File: config.mk
export PLATFORM = sky130hd
export DESIGN_NAME = sram_bus_ctrl_flat
export DESIGN_NICKNAME = d
export VERILOG_FILES = /design/src/rtl/sram_bus_pkg.sv /design/src/rtl/sram_bus_ctrl_if.sv /design/src/rtl/sram_bus_ctrl.sv /design/src/flat_wrapper.sv
export SDC_FILE = /design/constraint.sdc
export NUM_CORES = 1
export LEC_CHECK = 0
export BUFFER_PORTS_ARGS = -buffer_cell sky130_fd_sc_hd__buf_2
export CAP_MARGIN = 15
export CORE_ASPECT_RATIO = 1.75
export CORE_MARGIN = 10
export CORE_UTILIZATION = 30
export CTS_CLUSTER_DIAMETER = 50
export DETAILED_ROUTE_END_ITERATION = 10
export HOLD_SLACK_MARGIN = 0.02
export PLACE_DENSITY = 0.59
export SETUP_SLACK_MARGIN = 0.5
export SLEW_MARGIN = 5
export SYNTH_ARGS = -nofsm -noshare
export SYNTH_HDL_FRONTEND = slang
export SYNTH_SLANG_ARGS = --single-unit
File: constraint.sdc
create_clock -name CLK -period 2.27 [get_ports CLK]
set_input_delay 0.3405 -clock CLK [delete_from_list [all_inputs] [get_ports CLK]]
set_output_delay 0.3405 -clock CLK [all_outputs]
set_load 0.1 [all_outputs]
File: src/rtl/sram_bus_pkg.sv
// Shared types and helpers for the async SRAM bus controller.
package sram_bus_pkg;

    // Controller sequencing states
    typedef enum logic [2:0] {
        ST_IDLE      = 3'd0,
        ST_RD_STROBE = 3'd1,
        ST_WR_SETUP  = 3'd2,
        ST_WR_PULSE  = 3'd3,
        ST_WR_HOLD   = 3'd4
    } sram_bus_state_t;

    // Number of byte-wide chips / write-enable lanes in a data word
    function automatic int lanes(input int data_width, input int lane_width);
        return data_width / lane_width;
    endfunction

endpackage

File: src/rtl/sram_bus_ctrl_if.sv
// Request stream plus SRAM chip-side signals of the controller.
// slave  = controller view, master = CPU memory stage + chip bank view.
interface sram_bus_ctrl_if
    import sram_bus_pkg::*;
#(
    parameter int ADDR_WIDTH = 16,
    parameter int DATA_WIDTH = 16,
    parameter int LANE_WIDTH = 8
);
    localparam int LANES = lanes(DATA_WIDTH, LANE_WIDTH);

    logic                  REQ_VALID;
    logic                  REQ_READY;
    logic                  REQ_WE;
    logic [ADDR_WIDTH-1:0] REQ_ADDR;
    logic [LANES-1:0]      REQ_BE;
    logic [DATA_WIDTH-1:0] REQ_WDATA;
    logic                  RD_VALID;
    logic [DATA_WIDTH-1:0] RD_DATA;
    logic [ADDR_WIDTH-1:0] SRAM_ADDR;
    logic                  SRAM_N_OE;
    logic [LANES-1:0]      SRAM_N_WE;
    logic                  SRAM_DRIVE;
    logic [DATA_WIDTH-1:0] SRAM_OUT_DATA;
    logic [DATA_WIDTH-1:0] SRAM_IN_DATA;

    modport slave (
        input  REQ_VALID, REQ_WE, REQ_ADDR, REQ_BE, REQ_WDATA, SRAM_IN_DATA,
        output REQ_READY, RD_VALID, RD_DATA,
               SRAM_ADDR, SRAM_N_OE, SRAM_N_WE, SRAM_DRIVE, SRAM_OUT_DATA
    );

    modport master (
        output REQ_VALID, REQ_WE, REQ_ADDR, REQ_BE, REQ_WDATA, SRAM_IN_DATA,
        input  REQ_READY, RD_VALID, RD_DATA,
               SRAM_ADDR, SRAM_N_OE, SRAM_N_WE, SRAM_DRIVE, SRAM_OUT_DATA
    );

endinterface

File: src/rtl/sram_bus_ctrl.sv
// Sequences single-word requests into N_OE / per-lane N_WE strobes for a bank of
// asynchronous byte-wide SRAMs, with programmable strobe length and write
// setup/hold cycles. All chip-side outputs come straight from flops.
//
// state        | meaning
// -------------+-----------------------------------------------------------
// ST_IDLE      | ready for a request, all strobes released
// ST_RD_STROBE | N_OE low for WAIT_STATES+1 cycles, data sampled on last edge
// ST_WR_SETUP  | address/data driven, N_WE still high
// ST_WR_PULSE  | N_WE[i] = ~BE[i] for WAIT_STATES+1 cycles
// ST_WR_HOLD   | N_WE released, address/data/drive held one more cycle
module sram_bus_ctrl
    import sram_bus_pkg::*;
#(
    parameter int ADDR_WIDTH  = 16,
    parameter int DATA_WIDTH  = 16,
    parameter int LANE_WIDTH  = 8,
    parameter int WAIT_STATES = 1
)(
    input  logic            CLK,
    input  logic            RST,
    sram_bus_ctrl_if.slave  bus
);

    localparam int LANES  = lanes(DATA_WIDTH, LANE_WIDTH);
    localparam int WAIT_W = $clog2(WAIT_STATES + 1) + 1;
    localparam logic [WAIT_W-1:0] WAIT_LOAD = WAIT_W'(WAIT_STATES);

    sram_bus_state_t       r_state;
    sram_bus_state_t       w_state_nxt;
    logic [WAIT_W-1:0]     r_wait;
    logic [WAIT_W-1:0]     w_wait_nxt;

    logic [LANES-1:0]      r_be;
    logic [ADDR_WIDTH-1:0] r_sram_addr;
    logic [DATA_WIDTH-1:0] r_out_data;
    logic                  r_n_oe;
    logic [LANES-1:0]      r_n_we;
    logic                  r_drive;
    logic                  r_rd_valid;
    logic [DATA_WIDTH-1:0] r_rd_data;

    logic                  w_ready;
    logic                  w_accept;
    logic                  w_rd_done;
    logic                  w_n_oe_nxt;
    logic [LANES-1:0]      w_n_we_nxt;
    logic                  w_drive_nxt;

    assign w_ready   = (r_state == ST_IDLE) && !RST;
    assign w_accept  = bus.REQ_VALID && w_ready;
    assign w_rd_done = (r_state == ST_RD_STROBE) && (r_wait == '0);

    // State and wait counter register
    always_ff @(posedge CLK or posedge RST) begin
        if (RST) begin
            r_state <= ST_IDLE;
            r_wait  <= '0;
        end else begin
            r_state <= w_state_nxt;
            r_wait  <= w_wait_nxt;
        end
    end

    // Next-state and wait-counter decode; the counter down-counts each strobe phase
    always_comb begin
        w_state_nxt = r_state;
        w_wait_nxt  = r_wait;
        case (r_state)
            ST_IDLE: begin
                if (w_accept) begin
                    if (bus.REQ_WE) begin
                        w_state_nxt = ST_WR_SETUP;
                    end else begin
                        w_state_nxt = ST_RD_STROBE;
                        w_wait_nxt  = WAIT_LOAD;
                    end
                end
            end
            ST_RD_STROBE: begin
                if (r_wait == '0) begin
                    w_state_nxt = ST_IDLE;
                end else begin
                    w_wait_nxt = r_wait - WAIT_W'(1);
                end
            end
            ST_WR_SETUP: begin
                w_state_nxt = ST_WR_PULSE;
                w_wait_nxt  = WAIT_LOAD;
            end
            ST_WR_PULSE: begin
                if (r_wait == '0) begin
                    w_state_nxt = ST_WR_HOLD;
                end else begin
                    w_wait_nxt = r_wait - WAIT_W'(1);
                end
            end
            ST_WR_HOLD: begin
                w_state_nxt = ST_IDLE;
            end
            default: begin
                w_state_nxt = ST_IDLE;
                w_wait_nxt  = '0;
            end
        endcase
    end

    // Strobe values decoded from the upcoming state so the flops below carry them glitch-free
    always_comb begin
        w_n_oe_nxt  = (w_state_nxt != ST_RD_STROBE);
        w_drive_nxt = (w_state_nxt == ST_WR_SETUP) ||
                      (w_state_nxt == ST_WR_PULSE) ||
                      (w_state_nxt == ST_WR_HOLD);
        w_n_we_nxt  = '1;
        if (w_state_nxt == ST_WR_PULSE) begin
            w_n_we_nxt = ~r_be;
        end
    end

    // Chip-side outputs, captured request fields and read return path
    always_ff @(posedge CLK or posedge RST) begin
        if (RST) begin
            r_be        <= '0;
            r_sram_addr <= '0;
            r_out_data  <= '0;
            r_n_oe      <= 1'b1;
            r_n_we      <= '1;
            r_drive     <= 1'b0;
            r_rd_valid  <= 1'b0;
            r_rd_data   <= '0;
        end else begin
            r_n_oe     <= w_n_oe_nxt;
            r_n_we     <= w_n_we_nxt;
            r_drive    <= w_drive_nxt;
            r_rd_valid <= w_rd_done;
            if (w_rd_done) begin
                r_rd_data <= bus.SRAM_IN_DATA;
            end
            if (w_accept) begin
                r_sram_addr <= bus.REQ_ADDR;
                if (bus.REQ_WE) begin
                    r_be       <= bus.REQ_BE;
                    r_out_data <= bus.REQ_WDATA;
                end
            end
        end
    end

    assign bus.REQ_READY     = w_ready;
    assign bus.RD_VALID      = r_rd_valid;
    assign bus.RD_DATA       = r_rd_data;
    assign bus.SRAM_ADDR     = r_sram_addr;
    assign bus.SRAM_N_OE     = r_n_oe;
    assign bus.SRAM_N_WE     = r_n_we;
    assign bus.SRAM_DRIVE    = r_drive;
    assign bus.SRAM_OUT_DATA = r_out_data;

`ifdef FORMAL
`ifndef CONTRACT
`define CONTRACT assume
`endif
    // The chips never see output enable together with a write strobe or our drive
    a_no_contention: assert property (@(posedge CLK) disable iff (RST)
        !(!r_n_oe && (r_drive || (r_n_we != '1))));

    // Drive only while a write sequence owns the bus
    a_drive_in_wr: assert property (@(posedge CLK) disable iff (RST)
        r_drive |-> (r_state inside {ST_WR_SETUP, ST_WR_PULSE, ST_WR_HOLD}));

    // Address never moves while any write strobe is low
    a_addr_stable: assert property (@(posedge CLK) disable iff (RST)
        (r_n_we != '1) |=> $stable(r_sram_addr));

    // Requests are well-formed and accepted requests leave IDLE
    `CONTRACT property (@(posedge CLK) disable iff (RST) !$isunknown(bus.REQ_VALID));
    a_accept_leaves_idle: assert property (@(posedge CLK) disable iff (RST)
        w_accept |=> (r_state != ST_IDLE));
    a_ready_only_idle: assert property (@(posedge CLK) disable iff (RST)
        bus.REQ_READY |-> (r_state == ST_IDLE));
`endif

endmodule
File: src/flat_wrapper.sv
// flat-port wrapper written by rule: the top's interface ports become plain ports
module sram_bus_ctrl_flat import sram_bus_pkg::*;
#(
    parameter int ADDR_WIDTH  = 16,
    parameter int DATA_WIDTH  = 16,
    parameter int LANE_WIDTH  = 8,
    parameter int WAIT_STATES = 1
)
  (CLK, RST, bus_REQ_VALID, bus_REQ_WE, bus_REQ_ADDR, bus_REQ_BE, bus_REQ_WDATA, bus_SRAM_IN_DATA, bus_REQ_READY, bus_RD_VALID, bus_RD_DATA, bus_SRAM_ADDR, bus_SRAM_N_OE, bus_SRAM_N_WE, bus_SRAM_DRIVE, bus_SRAM_OUT_DATA);
  sram_bus_ctrl_if #(.ADDR_WIDTH(ADDR_WIDTH), .DATA_WIDTH(DATA_WIDTH), .LANE_WIDTH(LANE_WIDTH)) bus_i ();
  input  logic CLK;
  input  logic RST;
  input wire logic [$bits(bus_i.REQ_VALID)-1:0] bus_REQ_VALID;
  input wire logic [$bits(bus_i.REQ_WE)-1:0] bus_REQ_WE;
  input wire logic [$bits(bus_i.REQ_ADDR)-1:0] bus_REQ_ADDR;
  input wire logic [$bits(bus_i.REQ_BE)-1:0] bus_REQ_BE;
  input wire logic [$bits(bus_i.REQ_WDATA)-1:0] bus_REQ_WDATA;
  input wire logic [$bits(bus_i.SRAM_IN_DATA)-1:0] bus_SRAM_IN_DATA;
  output wire logic [$bits(bus_i.REQ_READY)-1:0] bus_REQ_READY;
  output wire logic [$bits(bus_i.RD_VALID)-1:0] bus_RD_VALID;
  output wire logic [$bits(bus_i.RD_DATA)-1:0] bus_RD_DATA;
  output wire logic [$bits(bus_i.SRAM_ADDR)-1:0] bus_SRAM_ADDR;
  output wire logic [$bits(bus_i.SRAM_N_OE)-1:0] bus_SRAM_N_OE;
  output wire logic [$bits(bus_i.SRAM_N_WE)-1:0] bus_SRAM_N_WE;
  output wire logic [$bits(bus_i.SRAM_DRIVE)-1:0] bus_SRAM_DRIVE;
  output wire logic [$bits(bus_i.SRAM_OUT_DATA)-1:0] bus_SRAM_OUT_DATA;
  assign bus_i.REQ_VALID = bus_REQ_VALID;
  assign bus_i.REQ_WE = bus_REQ_WE;
  assign bus_i.REQ_ADDR = bus_REQ_ADDR;
  assign bus_i.REQ_BE = bus_REQ_BE;
  assign bus_i.REQ_WDATA = bus_REQ_WDATA;
  assign bus_i.SRAM_IN_DATA = bus_SRAM_IN_DATA;
  assign bus_REQ_READY = bus_i.REQ_READY;
  assign bus_RD_VALID = bus_i.RD_VALID;
  assign bus_RD_DATA = bus_i.RD_DATA;
  assign bus_SRAM_ADDR = bus_i.SRAM_ADDR;
  assign bus_SRAM_N_OE = bus_i.SRAM_N_OE;
  assign bus_SRAM_N_WE = bus_i.SRAM_N_WE;
  assign bus_SRAM_DRIVE = bus_i.SRAM_DRIVE;
  assign bus_SRAM_OUT_DATA = bus_i.SRAM_OUT_DATA;
  sram_bus_ctrl #(.ADDR_WIDTH(ADDR_WIDTH), .DATA_WIDTH(DATA_WIDTH), .LANE_WIDTH(LANE_WIDTH), .WAIT_STATES(WAIT_STATES)) u_core (.CLK(CLK), .RST(RST), .bus(bus_i));
endmodule
==> qor.yml <==
gp_congestion: 0.7254
die_h_um: 140.2
critPathRequiredTime_ns: 1.93
numClockSinks: 60
place_hpwl_um: 4775
fin_crit_sh: 0.7519
rsz0062_at_grt: "no"
criticalPathCategory: "flop to primary output"
mostFrequentLayoutCells: "106 x buf_2, 55 x dfrtp_1, 27 x mux2_4"
root_buffer: "clkbuf_16"
cts_tree: "yes"
synth.distinct_cells: 31
die_w_um: 88.70
dieArea_um2: 12440
antenna_found_initial: 0
maxCapViolations: 0
grt_pass1_vias: 1797
syn-num-nets: 204
viasPerCell: 4.548
finalClockSkew_ns: 0.005456
ys_warn_count: 0
synth_cells: 149
grt_overflow: 0
drcViolationCount: 0
final_common_cell: "buf_2"
fmax_mhz: 585.9
ys_seq_elements: 60
dr_total_vias: 1651
syn_area_per_cell_um2: 16.63
multi_input_comb_area_um2: 934.6
cts-htree-levels: 3
status: "finished, final reports clean"
hold_viol_final: 0
slew_viol_final: 0
grt_pass1_wl_um: 9453
critPathLaunchType: "flop"
drive_gt1_frac: 0.7033
grt_use_total: 0.1043
period_needed_ns: 1.707
insertedDiodeCount: 0
syn_area_um2: 2477
cts_inserted_buffers: 9
io_pins: 108
floorplan.initialDensity: 0.3090
clk_path_buf_depth: 2
seqCellArea_um2: 1508
fillers: 765
relSlewSlack: 0.5685
portBuffers: 107
clkTransAtPathRegs_ns: 0.05
worstPathMaxFanout: 7
wl_per_cell_um: 17.22
syn_to_final_growth_pct: 40.76
fp.coreArea_um2: 8016
cp.arrival_ns: 1.37
end_kind: "primary output"
ant_nets: 0
yosysSeqAreaShare: 0.6076
fp-row-count: 43
worstSkewPairLatency_ns: 0.32
hp-class: "input port to asynchronous set/reset pin"
nets: 323
grt_max_degree: 33
drt_iter0_drc: 18
finalSetupTns_ns: 0
cts_hold_buffers: 0
drt-pass1-iter-count: 3
worst_pin_slew_ns: 0.6459
wl_um: 6252
setup_viol: 0
==> worst max-delay path, cell delays in order (launching register included) <==
cell	delay, ns
dfrtp_2	0.49
nor4_4	0.29
buf_6	0.26
==> stage by stage <==
step	worst slack (ns)	instance area, um2	hold slack (ns)	instances	util
after global routing	0.5103	3487	0.2027	363	0.4350
final	0.5633	3487	0.1513	363	0.4350
after global placement	0.4971	3138	0.4040	345	0.3914
after floorplan	0.3395	2501	0.3722	149	-
after CTS	0.5140	3448	0.1578	361	0.4302
after detailed placement	0.4470	3138	0.4125	345	0.3914
==> Yosys cell counts <==
cell       number  area, um2
dfrtp_1        57       1426
mux2_4         27      405.4
mux2_2         23      259.0
buf_6           4      45.04
inv_1           4      15.01
dfstp_2         3      78.83
nand2b_1        3      18.77
a211oi_1        2      15.01
a21oi_1         2      10.01
nand2_1         2      7.510
nor2_1          2      7.510
a211o_1         1      8.760
a221o_1         1      10.01
and3b_1         1      8.760
buf_2           1      5.000
buf_4           1      7.510
ha_1            1      12.51
mux2i_1         1      10.01
nand2_2         1      6.260
nand2_4         1      11.26
nand3_2         1      10.01
nand3b_1        1      7.510
nand4b_1        1      8.760
nor2_4          1      11.26
nor3_4          1      16.27
nor3b_1         1      7.510
nor3b_4         1      18.77
nor4_1          1      6.260
o21ai_0         1      5.000
o2bb2ai_1       1      8.760
or3b_2          1      8.760
==> routing by layer <==
metal  global-route usage  share of wire  vias to the layer above  wire length (um)
li1                     -              -                      763                 -
met1              0.09869           0.35                      819              2206
met2               0.1811           0.56                       56              3471
met3              0.03891          0.062                       13               390
met4              0.06416          0.029                        0               184
met5                    0              0                        -                 0
==> timing repair <==
item / CTS / global route
endpoints found under the hold margin: 0 / 0
setup endpoints to repair: 3 / 29
setup buffers: 0 / 2
pin swaps: 0 / 0
cloned: 0 / 0
resized for setup: 4 / 4
==> kinds of logic after synthesis <==
group,count (synthesis),synth area share
flip-flops,60,0.6076
multiplexers,51,0.2722
AND/OR/NAND/NOR,19,0.06264
buffers and inverters,10,0.02929
AO/OA/AOI/OAI,8,0.02323
adder cells (fa/ha/maj),1,0.005050
==> registers in the layout, indices dropped and copies added, names as in the netlist <==
name,flops
u_core.r_wait,2
u_core.bus.SRAM_ADDR,16
u_core.bus.RD_DATA,16
u_core.bus.SRAM_N_OE,1
u_core.bus.SRAM_OUT_DATA,16
u_core.bus.RD_VALID,1
u_core.bus.SRAM_DRIVE,1
u_core.bus.SRAM_N_WE,2
u_core.r_state,3
u_core.r_be,2
==> final timing paths <==
check	startpoint	end	slack [ns]	depth (start not counted)
min reg2reg	u_core.r_be[0]	u_core.bus.SRAM_N_WE[0]	0.41	1
max	u_core.r_state[1]	bus_REQ_READY	0.56	2
max in group asynchronous	RST	u_core.bus.SRAM_N_WE[0]	1.48	3
max reg2reg	u_core.r_state[2]	u_core.bus.SRAM_OUT_DATA[15]	0.64	4
min	RST	u_core.bus.RD_DATA[10]	0.15	2
min in group CLK	bus_SRAM_IN_DATA[13]	u_core.bus.RD_DATA[13]	0.24	2
==> area by class of cell <==
type,count,share of cell area
timing repair buffer,114,0.1762
sequential,60,0.4324
multi-input combinational,79,0.2680
clock inverter,2,0.01005
inverter,4,0.005382
clock buffer,14,0.07571
tap,90,0.03229
Power is not shown: default switching activity piles up to over one toggle a cycle in this logic, so the estimate is an artifact.
